==> src/rtl/qam_pkg.sv <==
// qam_pkg: shared definitions for the QAM bit scheduler.
//   DIV_W_DEF    - default width of the baud divider and symbol counter
//   BITS_PER_SYM - bits per QAM symbol (fixed by the 2-bit serial-to-parallel stage)
//   state_e      - scheduler FSM states
package qam_pkg;

   localparam int unsigned DIV_W_DEF    = 16;
   localparam int unsigned BITS_PER_SYM = 2;

   typedef enum logic [1:0] {
      ST_IDLE  = 2'd0,
      ST_RUN   = 2'd1,
      ST_STALL = 2'd2,
      ST_DRAIN = 2'd3
   } state_e;

endpackage

==> src/rtl/qam_bit_scheduler_if.sv <==
// qam_bit_scheduler_if: valid/ready bit stream from the upstream bit source.
//   bit_valid - source has a bit
//   bit_data  - bit value
//   bit_ready - scheduler accepts the bit this cycle
//   master    - bit source side, slave - scheduler side
interface qam_bit_scheduler_if;

   logic bit_valid;
   logic bit_data;
   logic bit_ready;

   modport master (output bit_valid, output bit_data, input bit_ready);
   modport slave  (input bit_valid, input bit_data, output bit_ready);

endinterface

==> src/rtl/baud_tick_gen.sv <==
// baud_tick_gen: bit-period counter for the QAM bit scheduler.
//   clock, reset_n - system clock, asynchronous active-low reset
//   run            - count while high, hold while low
//   restart        - force the counter back to 0 (wins over run)
//   div            - clocks per bit period; 0 and 1 both tick every cycle
//   tick           - high on the last cycle of each bit period while running
module baud_tick_gen
   import qam_pkg::*;
#(
   parameter int unsigned DIV_W = DIV_W_DEF
) (
   input  logic             clock,
   input  logic             reset_n,
   input  logic             run,
   input  logic             restart,
   input  logic [DIV_W-1:0] div,
   output logic             tick
);

   logic [DIV_W-1:0] cnt_q, cnt_d;
   logic             every_cycle;

   always_comb begin
      every_cycle = (div <= DIV_W'(1));
      tick        = run && (every_cycle || (cnt_q == div - DIV_W'(1)));
      cnt_d       = cnt_q;
      if (restart) begin
         cnt_d = '0;
      end else if (run) begin
         cnt_d = tick ? '0 : cnt_q + DIV_W'(1);
      end
   end

   always_ff @(posedge clock or negedge reset_n) begin
      if (!reset_n) begin
         cnt_q <= '0;
      end else begin
         cnt_q <= cnt_d;
      end
   end

endmodule

==> src/rtl/qam_bit_scheduler.sv <==
// qam_bit_scheduler: paces an upstream bit stream at the baud rate into the
// 2-bit serial-to-parallel stage and counts completed symbols.
//   clock, reset_n - system clock, asynchronous active-low reset
//   enable         - 1 = schedule bits, 0 = finish the current pair then idle
//   baud_div       - clocks per bit period, latched when leaving IDLE
//   clear_flags    - pulse, clears the sticky underrun flag
//   bus            - bit_valid/bit_data in, bit_ready out (slave modport)
//   adat_be_S      - registered serial bit, valid while data_change is high
//   data_change    - one-cycle strobe per accepted bit
//   sym_strobe     - one-cycle strobe with the second bit of each pair
//   sym_count      - completed-symbol counter (wraps)
//   underrun       - sticky: a bit period elapsed with no bit available
//   busy           - FSM is not IDLE
module qam_bit_scheduler
   import qam_pkg::*;
#(
   parameter int unsigned DIV_W = DIV_W_DEF
) (
   input  logic                clock,
   input  logic                reset_n,
   input  logic                enable,
   input  logic [DIV_W-1:0]    baud_div,
   input  logic                clear_flags,
   qam_bit_scheduler_if.slave  bus,
   output logic                adat_be_S,
   output logic                data_change,
   output logic                sym_strobe,
   output logic [DIV_W-1:0]    sym_count,
   output logic                underrun,
   output logic                busy
);

   state_e           state_q, state_d;
   logic [DIV_W-1:0] div_q, div_d;
   logic [DIV_W-1:0] symcnt_q, symcnt_d;
   logic             bit_cnt_q, bit_cnt_d;
   logic             adat_q, adat_d;
   logic             dc_q, dc_d;
   logic             ss_q, ss_d;
   logic             und_q, und_d;

   logic             tick, run, restart, ready, xfer, und_set;

   assign run = (state_q == ST_RUN) || (state_q == ST_DRAIN);

   baud_tick_gen #(.DIV_W(DIV_W)) u_tick (
      .clock   (clock),
      .reset_n (reset_n),
      .run     (run),
      .restart (restart),
      .div     (div_q),
      .tick    (tick)
   );

   always_comb begin
      state_d   = state_q;
      div_d     = div_q;
      symcnt_d  = symcnt_q;
      bit_cnt_d = bit_cnt_q;
      adat_d    = adat_q;
      dc_d      = 1'b0;
      ss_d      = 1'b0;
      und_set   = 1'b0;
      restart   = 1'b0;

      unique case (state_q)
         ST_RUN, ST_DRAIN: ready = tick;
         ST_STALL:         ready = 1'b1;
         default:          ready = 1'b0;
      endcase
      xfer = bus.bit_valid && ready;

      if (xfer) begin
         adat_d    = bus.bit_data;
         dc_d      = 1'b1;
         bit_cnt_d = ~bit_cnt_q;
         if (bit_cnt_q == 1'(BITS_PER_SYM - 1)) begin
            ss_d     = 1'b1;
            symcnt_d = symcnt_q + DIV_W'(1);
         end
      end

      // Pair completion is judged on the post-transfer bit count, so a bit
      // accepted on the same cycle enable falls is accounted for correctly.
      unique case (state_q)
         ST_IDLE: begin
            if (enable) begin
               div_d   = baud_div;
               restart = 1'b1;
               state_d = ST_RUN;
            end
         end
         ST_RUN: begin
            if (!enable) begin
               state_d = (bit_cnt_d == 1'b0) ? ST_IDLE : ST_DRAIN;
            end else if (tick && !bus.bit_valid) begin
               und_set = 1'b1;
               state_d = ST_STALL;
            end
         end
         ST_STALL: begin
            if (xfer) begin
               restart = 1'b1;
               if (enable)                  state_d = ST_RUN;
               else if (bit_cnt_d == 1'b0)  state_d = ST_IDLE;
               else                         state_d = ST_DRAIN;
            end
         end
         ST_DRAIN: begin
            if (tick && !bus.bit_valid) begin
               und_set   = 1'b1;
               bit_cnt_d = 1'b0;
               state_d   = ST_IDLE;
            end else if (xfer && (bit_cnt_d == 1'b0)) begin
               state_d = ST_IDLE;
            end
         end
         default: state_d = ST_IDLE;
      endcase

      und_d = und_set ? 1'b1 : (clear_flags ? 1'b0 : und_q);
   end

   always_ff @(posedge clock or negedge reset_n) begin
      if (!reset_n) begin
         state_q   <= ST_IDLE;
         div_q     <= '0;
         symcnt_q  <= '0;
         bit_cnt_q <= 1'b0;
         adat_q    <= 1'b0;
         dc_q      <= 1'b0;
         ss_q      <= 1'b0;
         und_q     <= 1'b0;
      end else begin
         state_q   <= state_d;
         div_q     <= div_d;
         symcnt_q  <= symcnt_d;
         bit_cnt_q <= bit_cnt_d;
         adat_q    <= adat_d;
         dc_q      <= dc_d;
         ss_q      <= ss_d;
         und_q     <= und_d;
      end
   end

   assign bus.bit_ready = ready;
   assign adat_be_S     = adat_q;
   assign data_change   = dc_q;
   assign sym_strobe    = ss_q;
   assign sym_count     = symcnt_q;
   assign underrun      = und_q;
   assign busy          = (state_q != ST_IDLE);

endmodule

==> src/flat_wrapper.sv <==
// flat-port wrapper written by rule: the top's interface ports become plain ports
module qam_bit_scheduler_flat import qam_pkg::*;
#(
   parameter int unsigned DIV_W = DIV_W_DEF
)
  (clock, reset_n, enable, baud_div, clear_flags, adat_be_S, data_change, sym_strobe, sym_count, underrun, busy, bus_bit_valid, bus_bit_data, bus_bit_ready);
  qam_bit_scheduler_if bus_i ();
  input  logic clock;
  input  logic reset_n;
  input  logic enable;
  input  logic [DIV_W-1:0] baud_div;
  input  logic clear_flags;
  output logic adat_be_S;
  output logic data_change;
  output logic sym_strobe;
  output logic [DIV_W-1:0] sym_count;
  output logic underrun;
  output logic busy;
  input wire logic [$bits(bus_i.bit_valid)-1:0] bus_bit_valid;
  input wire logic [$bits(bus_i.bit_data)-1:0] bus_bit_data;
  output wire logic [$bits(bus_i.bit_ready)-1:0] bus_bit_ready;
  assign bus_i.bit_valid = bus_bit_valid;
  assign bus_i.bit_data = bus_bit_data;
  assign bus_bit_ready = bus_i.bit_ready;
  qam_bit_scheduler #(.DIV_W(DIV_W)) u_core (.clock(clock), .reset_n(reset_n), .enable(enable), .baud_div(baud_div), .clear_flags(clear_flags), .bus(bus_i), .adat_be_S(adat_be_S), .data_change(data_change), .sym_strobe(sym_strobe), .sym_count(sym_count), .underrun(underrun), .busy(busy));
endmodule
==> config.mk <==
export PLATFORM = sky130hd
export DESIGN_NAME = qam_bit_scheduler_flat
export DESIGN_NICKNAME = d
export VERILOG_FILES = /design/src/rtl/qam_pkg.sv /design/src/rtl/qam_bit_scheduler_if.sv /design/src/rtl/baud_tick_gen.sv /design/src/rtl/qam_bit_scheduler.sv /design/src/flat_wrapper.sv
export SDC_FILE = /design/constraint.sdc
export NUM_CORES = 1
export LEC_CHECK = 0
export BUFFER_PORTS_ARGS = -buffer_cell sky130_fd_sc_hd__buf_4
export CAP_MARGIN = 5
export CORE_MARGIN = 2
export CORE_UTILIZATION = 50
export CTS_BUF_LIST = sky130_fd_sc_hd__clkbuf_2
export DETAILED_ROUTE_END_ITERATION = 8
export PLACE_DENSITY = 0.83
export SYNTH_ARGS = -nofsm -noshare
export SYNTH_HDL_FRONTEND = slang
export SYNTH_SLANG_ARGS = --single-unit
==> constraint.sdc <==
create_clock -name clock -period 5.3 [get_ports clock]
set_input_delay 1.06 -clock clock [delete_from_list [all_inputs] [get_ports clock]]
set_output_delay 1.06 -clock clock [all_outputs]
set_load 0.005 [all_outputs]
==> metrics.txt <==
run status finished clean; setup violators final 0; asr flop ratio synth 100.0%; Clock Latency Late Sink 0.43 ns; fmax 0.2214 GHz; average wire per standard cell 15.60 um; Critical Path Slowest Stage Cell nor4_2; Vias ~2700; WP buf/inv 2; dpl cells 441; Critical Path AT 3.46 ns; P_leak 1.537 nW; initial antenna violation count 0; IO Count 44; critical path class reg2out; crit-path max FO 21; Setup Buffers After CTS 0; n_diodes 0; Worst-path clk slew approximately 0.26 ns; relative slew slack between 50% and 60%; row count 29; Area Overhead vs Synth 12.01%; htree depth 2; Worst Setup End Kind primary output; die height approximately 84 um; hold buffer count at CTS 0; multi-input logic area roughly 1700 um2; unrepaired setup endpoints after global routing false; Max VDD drop 0.0002736 V; crit-path cells nor4_2 -> nand2_1 -> or3_1 -> a221oi_1 -> nand4_1 -> buf_4 -> nand2_1 -> and2_1 -> buf_4; Least-Margin Pin Slew between 0.6 and 0.7 ns; Via density ~5.9; Resized Gates After CTS 0; clock sink total 55; nets 398; post-layout util ~57%; GR Util All Layers 20.29%; register area roughly 1400 um2; maxcap violations 0; Netlist cell types 54; Seq cells post-synth 55; post-DP HPWL ~5.0 mm; remaining global-route overflow 0; ys flop type dfrtp_1; number of global-route vias before repair between 2000 and 3000; Tcrit/Tclk final roughly 85%; fill count 560; clk_skew slightly below 0.02 ns; 1st-iter DRT viols 220; YS warnings 0; Total Wirelength 6.990 mm; CP peak stage delay 0.57 ns; post-synthesis cell count approximately 340; pin count of the biggest net entering global routing 56; Die X 83.99 um; Post-synth EDFFs 0; Post-DRT Antenna Nets 0; final hold vios 0; setup TNS 0 ns; WP data required 4.24 ns; share of layout cells above drive strength 1 between 20% and 30%; TritonRoute pass-1 iters 4; Setup crit start kind flip-flop; IO Port Bufs 43; Slew Limit Fails 0; Final min period 4.517 ns; non-filler cells in the finished layout about 450; first-pass GRT wire length around 12 mm; Starting Density 50.97%; CTS tree yes; Num CTS Buffers 5; hold crit path type reg2reg; Seq/Total Area, Yosys between 40% and 50%; Avg Inst Size Synth 9.494 um2; CTS Root Cell clkbuf_2; full die area approximately 7000 um2; Final Power 1.686 mW; Max Root-Sink Buffers 2; Mapped Nets 364; Worst path top cell family by delay simple AND/OR/NAND/NOR gates; RD Place Congestion between 0.9 and 1; Syn Std Cell Area approximately 3200 um2; DRC viols 0; core footprint around 6300 um2; Power per Cell Area ~470 nW/um2
[Yosys cell counts, types with 2 or more instances]
master,count,share of area (%)
nand4_1,15,2.9
xnor2_1,19,5.2
or3_1,2,0.39
or4_1,3,0.70
nor4_2,2,0.78
nor3_1,9,1.4
o311ai_0,3,0.82
mux2_2,16,5.6
o211ai_1,5,1.2
nand3b_1,2,0.47
dfrtp_1,55,43
clkbuf_1,13,1.5
xor2_1,16,4.4
nand2b_1,2,0.39
ha_1,5,2.0
nand3_1,15,2.3
and2_1,6,1.2
nor2_1,17,2.0
buf_6,2,0.70
o21ai_1,2,0.31
o311ai_1,2,0.55
a31oi_1,6,1.2
o22ai_1,2,0.39
inv_1,12,1.4
a211oi_1,3,0.70
a21oi_1,3,0.47
buf_2,4,0.63
nor2b_1,3,0.59
o21ai_0,14,2.2
and3_1,3,0.59
nand2_1,41,4.8
a221oi_1,2,0.55
mux2i_1,2,0.63
or2_2,6,1.2
nor4_1,6,1.2
[worst paths after layout]
check / start / end / slack (ns) / depth (start not counted)
setup / recovery: u_core.div_q[2] / bus_bit_ready / 0.78 / 9
hold / removal: u_core.sym_count[15] / u_core.sym_count[15] / 0.50 / 1
setup reg to reg: u_core.div_q[2] / u_core.sym_count[13] / 1.09 / 14
hold reg to reg: u_core.sym_count[15] / u_core.sym_count[15] / 0.50 / 1
max in group asynchronous: reset_n / u_core.div_q[0] / 4.22 / 1
min in group asynchronous: reset_n / u_core.u_tick.cnt_q[6] / 0.63 / 1
[per-stage QoR]
stage                     instance area (um2)  setup WS, ns  hold slack, ns
after CTS                                3583        0.8479          0.4978
after global routing                     3583        0.5889          0.5377
after floorplan                          3199         1.639          0.4647
after global placement                   3550         1.362          0.4729
after detailed placement                 3550         1.175          0.4605
final                                    3583        0.7829          0.5000
[power breakdown]
group | internal, mW | switching, mW | total [mW]
combinational | 0.360 | 0.370 | 0.730
sequential | 0.558 | 0.244 | 0.802
clock | 0.0279 | 0.126 | 0.154
[cell usage in the layout (no fill, tap or decap), types with 3 or more instances in the layout]
cell	count
dfrtp_1	55
buf_4	46
nand2_1	41
xnor2_1	19
nor2_1	17
xor2_1	16
mux2_2	16
nand3_1	15
nand4_1	15
o21ai_0	14
inv_1	12
nor3_1	9
nor4_1	6
and2_1	6
a31oi_1	6
or2_2	6
o211ai_1	5
ha_1	5
clkbuf_2	5
or4_1	3
a21oi_1	3
a211oi_1	3
o311ai_0	3
nor2b_1	3
and3_1	3
[logic make-up (layout without fill, tap and decap cells)]
| kind of cell | after synthesis | count (layout) | synth area share, % |
|---|---|---|---|
| compound gates | 57 | 57 | 12.87 |
| xor+xnor | 35 | 35 | 9.581 |
| fa+ha+maj | 6 | 6 | 2.268 |
| buf+inv | 31 | 65 | 4.263 |
| flops | 55 | 55 | 43.02 |
| mux | 18 | 18 | 6.257 |
| simple gates | 135 | 135 | 21.74 |
[metal layers]
metal	part of all wire, %	GRT usage (%)
met5	0	0
met4	1.5	5.572
met1	44	26.65
met3	6.3	3.956
met2	48	34.33
[worst register-to-register path, cell delays in order, from the launching register on]
cell      delay [ns]
dfrtp_1         0.51
nor4_2          0.57
nand2_1         0.21
or3_1           0.42
a221oi_1        0.31
nand4_1         0.15
buf_4           0.24
a21oi_2         0.22
ha_1            0.36
and3_1          0.26
and3_1          0.23
nand4_1         0.20
nor2_1          0.23
nand3_1         0.12
xnor2_1         0.14
[flip-flops by register name, summed over array words and instances (netlist names)]
signal	flops
u_core.div_q	16
u_core.underrun	1
u_core.state_q	2
u_core.u_tick.cnt_q	16
u_core.sym_count	16
u_core.sym_strobe	1
u_core.bit_cnt_q	1
u_core.data_change	1
u_core.adat_be_S	1
[layout make-up]
class                           count  share of cell area, %
Clock buffer                        5                 0.6983
Tap cell                           77                  2.689
Clock inverter                      2                 0.2444
Inverter                           12                  1.257
Sequential cell                    55                  38.41
Timing Repair Buffer               46                  9.637
Multi-Input combinational cell    251                  47.07
(Power assumes the default switching activity.)
